`src/rtl/dsadc_pkg.sv`:
```
// Shared types for the dual-slope ADC counter: controller states and the BCD digit type.
package dsadc_pkg;

  typedef enum logic [1:0] {
    IDLE,
    INTEG,
    DEINT,
    DONE
  } state_e;

  typedef logic [3:0] bcd_t;

  localparam bcd_t BCD_MAX = 4'd9;

endpackage

```
`src/rtl/bcd_digit.sv`:
```
// One decade of the BCD timing counter: synchronous clear, increment in, carry out on 9->0.
module bcd_digit
  import dsadc_pkg::*;
(
  input  logic clk,
  input  logic reset,
  input  logic clr,
  input  logic inc,
  output bcd_t q,
  output logic carry
);

  bcd_t q_q;
  bcd_t q_d;

  always_comb begin
    q_d = q_q;
    if (clr) begin
      q_d = '0;
    end else if (inc) begin
      q_d = (q_q == BCD_MAX) ? bcd_t'(0) : q_q + bcd_t'(1);
    end
  end

  always_ff @(posedge clk or posedge reset) begin
    if (reset) begin
      q_q <= '0;
    end else begin
      q_q <= q_d;
    end
  end

  assign q     = q_q;
  assign carry = inc & ~clr & (q_q == BCD_MAX);

endmodule

```
`src/rtl/dsadc_contador.sv`:
```
// Dual-slope ADC timing counter: times the fixed integration, measures deintegration
// until the integrator crosses zero, and latches the BCD result for the display.
module dsadc_contador
  import dsadc_pkg::*;
#(
  parameter int DIGITS = 3
) (
  input  logic                  clk,
  input  logic                  reset,
  input  logic                  en_0,
  input  logic                  clr,
  input  logic                  ch_ref,
  input  logic                  vint_z,
  output logic                  en_3,
  output logic [4*DIGITS-1:0]   bcd,
  output logic                  valid,
  output logic                  ovf
);

  state_e              state_q, state_d;
  logic                vz_q, vz_d;
  logic                en_3_q, en_3_d;
  logic                valid_q, valid_d;
  logic                ovf_q, ovf_d;
  logic [4*DIGITS-1:0] bcd_q, bcd_d;

  logic [4*DIGITS-1:0] count;
  logic                count_inc;
  logic                wrap;
  logic                rise;

  assign rise = vint_z & ~vz_q;

  // The zero crossing takes precedence over counting: the edge that latches the result must not also advance it.
  assign count_inc = en_0 & ~clr &
                     (((state_q == IDLE) & ~ch_ref) |
                      (state_q == INTEG) |
                      ((state_q == DEINT) & ~rise));

  for (genvar i = 0; i < DIGITS; i++) begin : g_digit
    logic inc_in;
    logic carry_out;

    if (i == 0) begin : g_first
      assign inc_in = count_inc;
    end else begin : g_next
      assign inc_in = g_digit[i-1].carry_out;
    end

    bcd_digit u_digit (
      .clk   (clk),
      .reset (reset),
      .clr   (clr),
      .inc   (inc_in),
      .q     (count[4*i +: 4]),
      .carry (carry_out)
    );
  end

  assign wrap = g_digit[DIGITS-1].carry_out;

  always_comb begin
    state_d = state_q;
    vz_d    = vint_z;
    en_3_d  = 1'b0;
    valid_d = 1'b0;
    ovf_d   = ovf_q;
    bcd_d   = bcd_q;

    if (clr) begin
      state_d = IDLE;
      ovf_d   = 1'b0;
    end else begin
      case (state_q)
        IDLE: begin
          if (en_0 && !ch_ref) begin
            state_d = INTEG;
          end
        end
        INTEG: begin
          if (wrap) begin
            en_3_d  = 1'b1;
            state_d = DEINT;
          end
        end
        DEINT: begin
          if (en_0 && rise) begin
            bcd_d   = count;
            valid_d = 1'b1;
            state_d = DONE;
          end else if (wrap) begin
            bcd_d   = {DIGITS{BCD_MAX}};
            ovf_d   = 1'b1;
            valid_d = 1'b1;
            state_d = DONE;
          end
        end
        default: begin
        end
      endcase
    end
  end

  always_ff @(posedge clk or posedge reset) begin
    if (reset) begin
      state_q <= IDLE;
      vz_q    <= 1'b0;
      en_3_q  <= 1'b0;
      valid_q <= 1'b0;
      ovf_q   <= 1'b0;
      bcd_q   <= '0;
    end else begin
      state_q <= state_d;
      vz_q    <= vz_d;
      en_3_q  <= en_3_d;
      valid_q <= valid_d;
      ovf_q   <= ovf_d;
      bcd_q   <= bcd_d;
    end
  end

  assign en_3  = en_3_q;
  assign valid = valid_q;
  assign ovf   = ovf_q;
  assign bcd   = bcd_q;

endmodule

```
`config.mk`:
```
export PLATFORM = sky130hd
export DESIGN_NAME = dsadc_contador
export DESIGN_NICKNAME = d
export VERILOG_FILES = /design/src/rtl/dsadc_pkg.sv /design/src/rtl/bcd_digit.sv /design/src/rtl/dsadc_contador.sv
export SDC_FILE = /design/constraint.sdc
export NUM_CORES = 1
export LEC_CHECK = 0
export CAP_MARGIN = 20
export CORE_MARGIN = 2
export CORE_UTILIZATION = 54
export CTS_CLUSTER_SIZE = 16
export DETAILED_ROUTE_END_ITERATION = 7
export GPL_TIMING_DRIVEN = 0
export HOLD_SLACK_MARGIN = 0.12
export PLACE_DENSITY = 0.87
export SYNTH_ARGS = -nofsm -noshare
export SYNTH_HDL_FRONTEND = slang
export SYNTH_SLANG_ARGS = --single-unit
```
`constraint.sdc`:
```
create_clock -name clk -period 2.4 [get_ports clk]
set_clock_uncertainty 0.05 [all_clocks]
set_input_delay 0.24 -clock clk [delete_from_list [all_inputs] [get_ports clk]]
set_output_delay 0.24 -clock clk [all_outputs]
set_load 0.05 [all_outputs]
```
After elaboration in Yosys (flattened, before gate mapping)
Index checks and enable logic that the tools add are counted.
- register bits: 30
- input bits: 6
- logic and storage cells: 79
- $add $sub $neg: 3
- equality and inequality tests: 9
- mux-type cells: 27
- bitwise operators: 17
- reduce and logical (&&, ||, !) cells: 14
- operator list (kind ; count):
    2-to-1 mux 4 bit ; 9
    2-to-1 mux 12 bit ; 2
    adder 4 x 1 -> 4 bit, second input constant ; 3
    equality test 4 bit, second input constant ; 3
    nonzero test 2 bit ; 6
    bitwise AND 1 bit ; 11
    2-to-1 mux 1 bit ; 10
    2-to-1 mux 2 bit ; 5
    one-hot mux 2 bit (3 select lines) ; 1
    AND reduction 3 bit ; 2
    != test 4 x 3 -> 1 bit, second input constant ; 1
    inverter 1 bit ; 4
    AND reduction 4 bit ; 1
    nonzero test 4 bit ; 1
    != test 3 x 2 -> 1 bit, second input constant ; 1
    != test 3 bit, second input constant ; 1
    equality test 2 x 1 -> 1 bit, second input constant ; 1
    equality test 2 bit, second input constant ; 1
    logical AND 1 bit ; 2
    logical NOT 2 bit ; 1
    != test 2 bit, second input constant ; 1
    bitwise OR 1 bit ; 2
    logical NOT 1 bit ; 1

Depth between registers and ports, before layout
- word-level depth: 16
- mapped depth: 8
- gate-level depth less buffers: 8

Cells and area by module
Synthesis repeated with hierarchy kept, for this count alone.
- cells, all modules: 159
- area total of the unflattened synthesis: 1659.1 um2
- modules (own cells, without submodules) (module ; times used ; cells each ; area an instance (um2)):
    dsadc_contador ; 1 ; 81 ; 908.4
    bcd_digit ; 3 ; 26 ; 250.2

Worst setup path after synthesis
OpenSTA, ideal clock, no wires.
- kind: register -> register
- from: reg state_q[0]
- to: reg state_q[0]
- setup time: 125 ps
- arrival: 1743 ps
- path slack: 482 ps
- stages on the path, launching flop included: 7
- path buffers: 0
- clock period less this slack: 1918 ps
- path through: dfrtp_1 inv_1 ha_1 a221oi_4 nor3_1 a21oi_2 mux2_2
- cells in the longest elaborated chain, start to end: 13
- elaborated cells on any way between the ends: 21
- those cells by class: 5 x eq/ne; 2 x mux; 11 x bitwise; 3 x reduce/logical
- ends and longest elaborated chain (item ; RTL line ; source):
    start, declared ; dsadc_contador.sv:20 ; state_e state_q, state_d;
    start signal, assigned ; dsadc_contador.sv:113 ; state_q <= state_d;
    logical NOT 2 bit ; dsadc_contador.sv:36, dsadc_contador.sv:74 ;
    bitwise AND 1 bit ; dsadc_contador.sv:36 ; (((state_q == IDLE) & ~ch_ref) |
    bitwise OR 1 bit ; dsadc_contador.sv:36 ;
    bitwise OR 1 bit ; dsadc_contador.sv:37 ; (state_q == INTEG) |
    bitwise AND 1 bit ; dsadc_contador.sv:35 ; assign count_inc = en_0 & ~clr &
    bitwise AND 1 bit (6 in a row) ; bcd_digit.sv:34 ; assign carry = inc & ~clr & (q_q == BCD_MAX);
    != test 4 x 3 -> 1 bit (no source line) or != test 3 bit (tied branches) ; - ;
    AND reduction 4 bit (no source line) ; - ;
Several ways; a longest one is shown, not always the timed one.
A chain may end at the register's enable or synchronous reset.

Final worst setup path
Same ends and word-level chain as after synthesis.

==> impl_metrics.py <==
metrics = {
    "sta": {
        "hold_viol_final": 0,
        "rsz0062_at_grt": "false",
        "period_minus_slack_ns": 2.101,
        "slew_headroom_pct": 63.85,
        "finalSetupTns_ns": 0,
        "fmax_ghz": 0.4761,
        "worst_pin_slew_ns": 0.5406,
        "fin_crit_sh_pct": 87.52,
        "fin_ws_ns": 0.2995,
        "setup_viol": 0,
        "slew_viol_final": 0,
    },
    "cells_and_area": {
        "fillers": 194,
        "fin_nets": 188,
        "design_area_sq_um": 1979,
        "ff_latch_area_sq_um": 750.7,
        "drive_above_1_share_pct": 17.34,
        "finalNonFillerCells": 204,
        "syn_to_final_growth_pct": 22.83,
        "mostFrequentLayoutCells": "dfrtp_1, clkdlybuf4s50_1, nor2_1",
        "multi_input_area_sq_um": 794.5,
        "antenna_cells": 0,
        "postLayoutCoreUtil_pct": 70.56,
        "final_common_cell": "dfrtp_1",
    },
    "yosys": {
        "synth_warnings": 0,
        "synth_top_family_by_area": "simple AND/OR/NAND/NOR gates",
        "synth_area_leaders": "dfrtp_1, ha_1, nor2_1",
        "synth.area.mux_share_pct": 3.183,
        "yosysTopAreaCellShare_pct": 46.58,
        "synth_xor_area_share_pct": 0.5435,
        "yosysSeqAreaShare_pct": 46.58,
        "syn_inst": 145,
        "synthDistinctLibCells": 45,
        "synthSimpleGateAreaFrac_pct": 21.04,
        "syn_avg_cell_area_sq_um": 11.11,
        "synthAdderAreaFrac_pct": 7.764,
        "synth_seq_cells": 30,
        "syn_nets": 161,
        "synth-compound-area-share_pct": 16.77,
        "synth.largest_area_cell": "dfrtp_1",
        "synthesis.area_sq_um": 1612,
    },
    "critical_path": {
        "cp_top_family": "compound AO/OA/AOI/OAI gates",
        "cp_cell_sequence": "inv_1, ha_1, a221oi_4, nor3_1, a21oi_2, mux2_2",
        "required_ns": 2.57,
        "crit_fanout": 5,
        "cpMaxStageDelayCell": "a221oi_4",
        "crit_arrival_ns": 2.27,
        "cp_slowest_stage_delay_ns": 0.47,
        "cp-end-kind": "register",
        "setup.worst_path.start_class": "register",
        "path_buf_inv": 1,
        "worstSetupPathType": "reg2reg",
    },
    "global_route": {
        "grt_pass1_wl_microns": 5402,
        "track_usage_pct": 21.25,
        "grt_start_max_net_pins": 31,
        "antenna_found_initial": 0,
        "grt_overflow_total": 0,
        "first_global_vias": 1180,
    },
    "run": {
        "cap_violations": 0,
    },
    "clock_network": {
        "ctsLongestPathBuffers": 2,
        "cts-resized-gates": 0,
        "htree_levels": 2,
        "cts_buffers": 5,
        "path_clk_slew_ns": 0.11,
        "insertion_delay_ns": 0.34,
        "clock-root-buffer": "clkbuf_4",
        "cts_num_sinks": 30,
        "cts_tree": "yes",
        "post_cts_buffers": 0,
    },
    "routing": {
        "finalWirelength_microns": 3238,
        "postRouteAntennaNets": 0,
        "wl_per_cell_microns": 15.87,
        "drt_iter0_markers": 91,
        "drc": 3,
        "vias_per_cell": 5.971,
        "vias": 1218,
        "dr.pass1.iters": 6,
    },
    "outcome": {
        "status": "finished, violations left",
        "violations": "DRC",
    },
    "die": {
        "start_util_pct": 57.45,
        "core-area_sq_um": 2805,
        "io-pin-count": 21,
        "fp.dieArea_sq_um": 3437,
        "fp-row-count": 19,
        "die_x_microns": 58.63,
        "die_y_microns": 58.63,
    },
    "placement": {
        "place_area_sq_um": 1831,
        "pre_cts_ws_ns": 0.2102,
        "dp.cells": 194,
        "numPortBuffers": 18,
        "dp_hpwl_microns": 2382,
        "place_congestion": 0.7821,
    },
    "worst_hold_path": {
        "hp-class": "in2async",
    },
    "power_and_ir_drop": {
        "power.leakage_nw": 0.8985,
        "ir_worst_vdd_mv": 0.4629,
        "power_density_nw_per_um2": 719.9,
    },
}
metrics by stage:
step,hold slack (ns),total power [W]
2_1_floorplan,0.2214,0.0008036
6_report,0.1591,0.001425
4_1_cts,0.2399,0.001428
3_5_place_dp,0.3962,0.0008938
5_1_grt,0.1798,0.001483
3_3_place_gp,0.3925,0.0008812
worst paths after layout:
kind / from / end / slack [ns] / depth (start not counted)
max: state_q[0]$_DFFE_PP0P_ / state_q[0]$_DFFE_PP0P_ / 0.30 / 6
min: reset / g_digit[0].u_digit.q[1]$_DFFE_PP0P_ / 0.16 / 2
max reg2reg: state_q[0]$_DFFE_PP0P_ / state_q[0]$_DFFE_PP0P_ / 0.30 / 6
min reg2reg: bcd[8]$_DFFE_PP0P_ / bcd[8]$_DFFE_PP0P_ / 0.45 / 1
max in group asynchronous: reset / g_digit[1].u_digit.q[2]$_DFFE_PP0P_ / 1.66 / 3
min in group clk: en_0 / g_digit[0].u_digit.q[3]$_DFFE_PP0P_ / 0.24 / 3
kinds of logic after synthesis:
family / after synthesis
AOI/OAI and AO/OA: 31
xor gates and xnor gates: 1
DFF: 30
buffers and inverters: 14
adders and majority gates: 10
and+or+nand+nor: 54
muxes: 5
registers in the layout, indices dropped and copies added, names as in the netlist:
signal,cells
bcd,12
g_digit.u_digit.q,12
en_3,1
vz_q,1
state_q,2
ovf,1
valid,1
area by class of cell:
| type | count | area share, % |
|---|---|---|
| Inverter | 11 | 2.212 |
| Sequential cell | 30 | 37.93 |
| Timing Repair Buffer | 20 | 11.00 |
| Tap cell | 31 | 1.960 |
| Buffer | 3 | 1.138 |
| Clock buffer | 6 | 2.592 |
| Clock inverter | 2 | 3.034 |
| Multi-Input combinational cell | 101 | 40.14 |
metal layers:
layer | GRT usage (%) | up-vias | share of wire, %
li1 | - | 570 | -
met1 | 26.40 | 610 | 44
met2 | 35.15 | 31 | 49
met3 | 6.813 | 7 | 5.0
met4 | 7.143 | 0 | 1.6
met5 | 0 | - | 0
report_power, final:
part / switching, W / internal (W)
combinational: 0.000198 / 0.000126
sequential: 0.0000253 / 0.000540
clock: 0.000183 / 0.000353
cell usage after synthesis, drive strengths merged:
library cell  count
a21bo             2
clkbuf            1
nand4b            1
ha               10
nor3              3
and3b             3
nor2             15
nand3             6
a31o              1
a221o             1
nor4b             1
o21a              1
mux2              1
and4bb            1
nand3b            4
a22o              6
xnor2             1
a221oi            1
dfrtp            30
nand2            10
and2              1
or3               2
a31oi             1
a21oi             7
nor2b             2
inv              11
a41oi             1
buf               2
or4               1
and2b             1
nand2b            3
o22a              6
o21ai             3
mux2i             4
a311oi            1
worst reg2reg max path: cells and delay by family (launching register included):
family                     cells  cell delay [ns]
AOI/OAI and AO/OA              2             0.68
DFF                            1             0.39
muxes                          1             0.35
adders and majority gates      1             0.27
and+or+nand+nor                1             0.17
buffers and inverters          1             0.09
timing repair:
item / 4_1_cts / 5_1_grt
endpoints found under the hold margin: 2 / 0
endpoints found under the setup margin: 0 / 0
hold buffers: 1 / 0
Power figures use the tool's default switching activity.
